## config.mk

```make
export PLATFORM = sky130hd
export DESIGN_NAME = wrr_write_scheduler_flat
export DESIGN_NICKNAME = d
export VERILOG_FILES = /design/src/rtl/wrr_write_scheduler_if.sv /design/src/rtl/wrr_write_scheduler.sv /design/src/flat_wrapper.sv
export SDC_FILE = /design/constraint.sdc
export NUM_CORES = 1
export LEC_CHECK = 0
export ABC_CLOCK_PERIOD_IN_PS = 3800
export CORE_MARGIN = 3
export CORE_UTILIZATION = 48
export CTS_BUF_LIST = sky130_fd_sc_hd__clkbuf_2
export DETAILED_ROUTE_END_ITERATION = 7
export PLACE_DENSITY = 0.79
export SYNTH_ARGS = -nofsm -noshare
export SYNTH_HDL_FRONTEND = slang
export SYNTH_SLANG_ARGS = --single-unit
```

## constraint.sdc

```tcl
create_clock -name sys_clk_i -period 3.8 [get_ports sys_clk_i]
set_input_delay 0.95 -clock sys_clk_i [delete_from_list [all_inputs] [get_ports sys_clk_i]]
set_output_delay 0.95 -clock sys_clk_i [all_outputs]
set_load 0.01 [all_outputs]
```

## src/rtl/wrr_write_scheduler_if.sv

```systemverilog
// Handshake and select bundle between the weighted round-robin write scheduler
// and the surrounding write arbiter (requesters, write master, mux/demux).
interface wrr_write_scheduler_if #(
  parameter int WEIGHT_WIDTH = 4
);
  logic [7:0]                req_i;
  logic [8*WEIGHT_WIDTH-1:0] weight_i;
  logic                      ack_i;
  logic                      done_i;
  logic                      req_o;
  logic [2:0]                mux_sel_o;
  logic [7:0]                grant_o;
  logic                      busy_o;
  logic                      timeout_o;
  logic [2:0]                timeout_ch_o;

  modport slave (
    input  req_i, weight_i, ack_i, done_i,
    output req_o, mux_sel_o, grant_o, busy_o, timeout_o, timeout_ch_o
  );

  modport master (
    output req_i, weight_i, ack_i, done_i,
    input  req_o, mux_sel_o, grant_o, busy_o, timeout_o, timeout_ch_o
  );
endinterface

```

## src/rtl/wrr_write_scheduler.sv

```systemverilog
// Weighted round-robin scheduler sharing one AXI4 write master among 8 requesters,
// with per-channel burst credits and a done watchdog that force-releases the port.
module wrr_write_scheduler #(
  parameter int WEIGHT_WIDTH   = 4,
  parameter int TIMEOUT_WIDTH  = 16,
  parameter int TIMEOUT_CYCLES = 65535
) (
  input  logic                  sys_clk_i,
  input  logic                  reset_i,
  wrr_write_scheduler_if.slave  bus
);

  typedef enum logic [1:0] {IDLE, REQ, XFER, HOLD} state_t;

  localparam logic [TIMEOUT_WIDTH-1:0] EXPIRE_AT = TIMEOUT_WIDTH'(TIMEOUT_CYCLES - 1);

  state_t                   r_state, w_stateNext;
  logic [2:0]               r_muxSel, w_muxSelNext;
  logic [2:0]               r_last, w_lastNext;
  logic [2:0]               r_timeoutCh, w_timeoutChNext;
  logic                     r_timeout, w_timeoutNext;
  logic [WEIGHT_WIDTH-1:0]  r_credit, w_creditNext;
  logic [TIMEOUT_WIDTH-1:0] r_watchdog, w_watchdogNext;

  logic                     w_found;
  logic [2:0]               w_pick;
  logic [2:0]               w_idx;
  logic [WEIGHT_WIDTH-1:0]  w_weightRaw;
  logic [WEIGHT_WIDTH-1:0]  w_weightEff;
  logic [WEIGHT_WIDTH-1:0]  w_creditDec;
  logic                     w_expire;

  // Rotating search starting just after the last served channel; k=8 wraps onto last itself.
  always_comb begin
    w_found = 1'b0;
    w_pick  = r_last;
    w_idx   = r_last;
    for (int k = 1; k <= 8; k++) begin
      w_idx = r_last + 3'(k);
      if (!w_found && bus.req_i[w_idx]) begin
        w_found = 1'b1;
        w_pick  = w_idx;
      end
    end
  end

  assign w_weightRaw = bus.weight_i[32'(w_pick) * WEIGHT_WIDTH +: WEIGHT_WIDTH];
  assign w_weightEff = (w_weightRaw == '0) ? WEIGHT_WIDTH'(1) : w_weightRaw;
  assign w_creditDec = (r_credit != '0) ? (r_credit - WEIGHT_WIDTH'(1)) : '0;
  assign w_expire    = (r_watchdog == EXPIRE_AT);

  always_comb begin
    w_stateNext     = r_state;
    w_muxSelNext    = r_muxSel;
    w_lastNext      = r_last;
    w_timeoutChNext = r_timeoutCh;
    w_timeoutNext   = 1'b0;
    w_creditNext    = r_credit;
    w_watchdogNext  = r_watchdog;

    case (r_state)
      IDLE: begin
        if (bus.req_i[r_last] && (r_credit != '0)) begin
          w_stateNext    = REQ;
          w_muxSelNext   = r_last;
          w_watchdogNext = '0;
        end else if (w_found) begin
          w_stateNext    = REQ;
          w_muxSelNext   = w_pick;
          w_lastNext     = w_pick;
          w_creditNext   = w_weightEff;
          w_watchdogNext = '0;
        end
      end
      REQ, XFER: begin
        // A done in the expiry cycle takes precedence over the watchdog.
        if (bus.done_i) begin
          w_stateNext  = HOLD;
          w_creditNext = w_creditDec;
        end else if (w_expire) begin
          w_stateNext     = IDLE;
          w_timeoutNext   = 1'b1;
          w_timeoutChNext = r_muxSel;
          w_creditNext    = '0;
        end else begin
          w_watchdogNext = r_watchdog + TIMEOUT_WIDTH'(1);
          if ((r_state == REQ) && bus.ack_i) begin
            w_stateNext = XFER;
          end
        end
      end
      HOLD: begin
        w_stateNext = IDLE;
      end
      default: begin
        w_stateNext = IDLE;
      end
    endcase
  end

  always_ff @(posedge sys_clk_i) begin
    if (reset_i) begin
      r_state     <= IDLE;
      r_muxSel    <= 3'd0;
      r_last      <= 3'd7;
      r_timeoutCh <= 3'd0;
      r_timeout   <= 1'b0;
      r_credit    <= '0;
      r_watchdog  <= '0;
    end else begin
      r_state     <= w_stateNext;
      r_muxSel    <= w_muxSelNext;
      r_last      <= w_lastNext;
      r_timeoutCh <= w_timeoutChNext;
      r_timeout   <= w_timeoutNext;
      r_credit    <= w_creditNext;
      r_watchdog  <= w_watchdogNext;
    end
  end

  assign bus.req_o        = (r_state == REQ);
  assign bus.busy_o       = (r_state != IDLE);
  assign bus.mux_sel_o    = r_muxSel;
  assign bus.grant_o      = (r_state != IDLE) ? (8'b1 << r_muxSel) : 8'b0;
  assign bus.timeout_o    = r_timeout;
  assign bus.timeout_ch_o = r_timeoutCh;

endmodule

```

## src/flat_wrapper.sv

```systemverilog
// flat-port wrapper written by rule: the top's interface ports become plain ports
module wrr_write_scheduler_flat 
#(
  parameter int WEIGHT_WIDTH   = 4,
  parameter int TIMEOUT_WIDTH  = 16,
  parameter int TIMEOUT_CYCLES = 65535
)
  (sys_clk_i, reset_i, bus_req_i, bus_weight_i, bus_ack_i, bus_done_i, bus_req_o, bus_mux_sel_o, bus_grant_o, bus_busy_o, bus_timeout_o, bus_timeout_ch_o);
  wrr_write_scheduler_if #(.WEIGHT_WIDTH(WEIGHT_WIDTH)) bus_i ();
  input  logic sys_clk_i;
  input  logic reset_i;
  input wire logic [$bits(bus_i.req_i)-1:0] bus_req_i;
  input wire logic [$bits(bus_i.weight_i)-1:0] bus_weight_i;
  input wire logic [$bits(bus_i.ack_i)-1:0] bus_ack_i;
  input wire logic [$bits(bus_i.done_i)-1:0] bus_done_i;
  output wire logic [$bits(bus_i.req_o)-1:0] bus_req_o;
  output wire logic [$bits(bus_i.mux_sel_o)-1:0] bus_mux_sel_o;
  output wire logic [$bits(bus_i.grant_o)-1:0] bus_grant_o;
  output wire logic [$bits(bus_i.busy_o)-1:0] bus_busy_o;
  output wire logic [$bits(bus_i.timeout_o)-1:0] bus_timeout_o;
  output wire logic [$bits(bus_i.timeout_ch_o)-1:0] bus_timeout_ch_o;
  assign bus_i.req_i = bus_req_i;
  assign bus_i.weight_i = bus_weight_i;
  assign bus_i.ack_i = bus_ack_i;
  assign bus_i.done_i = bus_done_i;
  assign bus_req_o = bus_i.req_o;
  assign bus_mux_sel_o = bus_i.mux_sel_o;
  assign bus_grant_o = bus_i.grant_o;
  assign bus_busy_o = bus_i.busy_o;
  assign bus_timeout_o = bus_i.timeout_o;
  assign bus_timeout_ch_o = bus_i.timeout_ch_o;
  wrr_write_scheduler #(.WEIGHT_WIDTH(WEIGHT_WIDTH), .TIMEOUT_WIDTH(TIMEOUT_WIDTH), .TIMEOUT_CYCLES(TIMEOUT_CYCLES)) u_core (.sys_clk_i(sys_clk_i), .reset_i(reset_i), .bus(bus_i));
endmodule
```

==> results of run 1 <==
flip-flops by register name, summed over array words and instances, names as in the netlist:
register                 flops
u_core.bus.timeout_o         1
u_core.r_state               2
u_core.bus.mux_sel_o         3
u_core.r_last                3
u_core.r_watchdog           16
u_core.r_credit              4
u_core.bus.timeout_ch_o      3
logic make-up after synthesis:
logic type      after synthesis  synth area share [%]
simple gates                123                 20.03
compound gates               75                 19.30
mux                          55                 23.77
flops                        32                 21.77
buf+inv                      27                 4.889
xor+xnor                     19                 6.420
fa+ha+maj                     9                 3.827
how the worst min path moves through the flow:
stage | start | end | slack (ps)
6_report | u_core.r_watchdog[5]$_SDFFE_PP0P_ | u_core.r_watchdog[5]$_SDFFE_PP0P_ | 500
5_1_grt | u_core.r_watchdog[7]$_SDFFE_PP0P_ | u_core.r_watchdog[7]$_SDFFE_PP0P_ | 540
4_1_cts | u_core.r_watchdog[5]$_SDFFE_PP0P_ | u_core.r_watchdog[5]$_SDFFE_PP0P_ | 500
3_5_place_dp | u_core.r_watchdog[5]$_SDFFE_PP0P_ | u_core.r_watchdog[5]$_SDFFE_PP0P_ | 480
3_3_place_gp | u_core.r_watchdog[5]$_SDFFE_PP0P_ | u_core.r_watchdog[5]$_SDFFE_PP0P_ | 460
2_1_floorplan | u_core.r_watchdog[5]$_SDFFE_PP0P_ | u_core.r_watchdog[5]$_SDFFE_PP0P_ | 450
worst min-delay path: stages (launching register included):
cell	delay [ps]
dfxtp_1	350
o21ai_0	70
a21oi_1	60
timing repair:
| item | CTS | global route |
|---|---|---|
| cloned | 0 | 0 |
| pin swaps | 7 | 1 |
| setup buffers | 4 | 0 |
| hold buffers | 0 | 0 |
| endpoints found under the setup margin | 7 | 19 |
| resized for setup | 19 | 6 |
layout by cell type (no fill, tap or decap), drive strengths merged, types with 3 or more instances in the layout:
cell type / instances
clkdlybuf4s50: 52
buf: 52
nor2: 38
dfxtp: 32
mux2i: 29
nand2: 28
o21ai: 19
nor3: 16
mux2: 16
a21oi: 15
inv: 13
a211oi: 13
xor2: 11
mux4: 10
nand3: 10
ha: 9
dlygate4sd2: 8
xnor2: 8
nor2b: 6
nand2b: 5
clkbuf: 5
nand4: 4
a22oi: 4
or3: 4
a22o: 3
o211ai: 3
o31ai: 3
routing by layer:
layer | share of wire (%) | up-vias | GRT usage [%]
met5 | 0 | - | 0
met2 | 50 | 69 | 39.45
met4 | 1.6 | 0 | 6.287
li1 | - | 1466 | -
met1 | 44 | 1385 | 28.26
met3 | 4.4 | 12 | 4.514
through the flow:
step           worst slack [ps]  std cells  power, mW  setup TNS [ps]
3_5_place_dp             -533.6        506      3.195           -8886
5_1_grt                  -82.81        518      3.947          -82.81
2_1_floorplan             6.552        340      2.383               0
4_1_cts                   20.61        518      3.604               0
6_report                  131.4        518      3.674               0
3_3_place_gp             -412.5        506      3.123           -7104
layout make-up:
type	count	share of cell area [%]
clock buffers	5	0.6096
clock inverters	3	0.9144
inverters	13	1.189
multi-input cells	281	54.37
flip-flops and latches	32	15.64
well taps	72	2.194
repair buffers	112	25.08
power by group:
group | internal [mW] | switching, mW | leakage (nW)
logic | 1.58 | 1.41 | 1.31
clock network | 0.107 | 0.122 | 0.0380
registers | 0.387 | 0.0715 | 0.260
total | 2.07 | 1.60 | 1.61
==> qor.yml, run 1 <==
grt_pass1_vias: 2903
required_ps: 4110
wirelength_um: 8114
vias: 2932
yosysMostFrequentCell: "nor2_1"
worst_pin_slew_ps: 654.5
numCtsBuffers: 5
fmax_mhz: 272.6
holdWs_ps: 495.4
syn2layout_area_growth_pct: 39.50
yosysSeqAreaShare_pct: 21.77
initial_core_util_pct: 51.55
reg2reg_slack_ps: 130
hold_path_class: "flip-flop to flip-flop"
slowest_stage: "or4_4"
dp_hpwl_um: 6244
multi_input_area_mm2: 0.002232
seqCellArea_um2: 641.9
postLayoutCellArea_mm2: 0.004105
synth_seq_cells: 32
peakVddDrop_mv: 0.7299
fillers: 417
powerDensity_mw_per_mm2: 895.1
syn_inst: 340
rows: 27
path_clk_slew_ps: 160
synth_edf_count: 0
slowest_delay_ps: 560
dpl_cell_area_mm2: 0.003931
clockBufferDepth: 2
setup_viol: 0
cts_tree: "done"
arrival_ps: 3980
route.detailed.wl_per_inst_um: 15.66
grt_max_degree: 23
synth_top_area_share_pct: 21.77
syn_area_per_cell_um2: 8.655
skew_ps: 14.80
insertion_delay_ps: 390
netlist_area_mm2: 0.002943
path_cells: "inv_1 -> ha_4 -> mux2_2 -> mux2i_2 -> a221oi_4 -> or4_4 -> nor2b_2 -> a32oi_2 -> a31oi_4 -> mux2i_1 -> mux2i_1 -> or4_1 -> a21oi_1"
gr-total-overflow: 0
grtUsageTotal_pct: 22.62
crit_top_cell: "mux2i_1"
chipHeight_um: 84.30
drc: 0
worstSetupPathType: "flip-flop to flip-flop"
crit_fanout: 10
r2r-start: "u_core.r_last[1]$_SDFFE_PP1P_"
design.core.area_mm2: 0.005709
cts.htree.levels: 2
yosysWarnings: 0
r2r_end: "u_core.r_credit[3]$_SDFFE_PP0P_"
antenna_left: 0
endpoint: "u_core.r_credit[3]$_SDFFE_PP0P_"
nets: 498
startpoint: "u_core.r_last[1]$_SDFFE_PP1P_"
slew_headroom_pct: 56.23
first_iter_violations: 187
place_congestion: 0.9356
period_share_pct: 96.54
synth_top_area_cell: "dfxtp_1"
critPathTopFamily: "simple AND/OR/NAND/NOR gates"
synth.cells.most_frequent: "nor2_1 (37), dfxtp_1 (32), mux2i_1 (29)"
n_antenna_cell: 0
cts_sinks: 32
synth.net_count: 393
die_x_um: 84.30
async_flop_share_pct: 0
path_depth: 13
status: "finished, final reports clean"
design.portCount: 61
r2r.worst_path.cells: 13
rsz0062_at_grt: "true"
io_buffers: 60
postLayoutCoreUtil_pct: 71.90
antenna_found_initial: 0
cap_violations: 0
grt_pass1_wl_um: 13350
ys_types: 61
cp-start-kind: "flip-flop"
via_per_inst: 5.660
fp.dieArea_mm2: 0.007106
hold_path_depth: 2
leakage_nw: 1.610
yosys-top-cells-area: "dfxtp_1 (22%), mux2i_1 (9.9%), mux4_2 (6.9%)"
drt_first_pass_iters: 4
crit_path_end_kind: "flip-flop"
hold_viol: 0
critPathBufInv: 1
drv_slew: 0
synthFlopType: "dfxtp_1"
clockRootBuffer: "clkbuf_2"
fin_crit_ps: 3669
drive_gt1_share_pct: 25.11
No activity file was read; power rests on OpenSTA's default activity.
==> run 2, diff against run 1 <==
Settings changed: ABC_AREA from default to 0.
==> results of run 2 <==
Same layout as run 1: the final DEF is identical, and so are final timing and power.
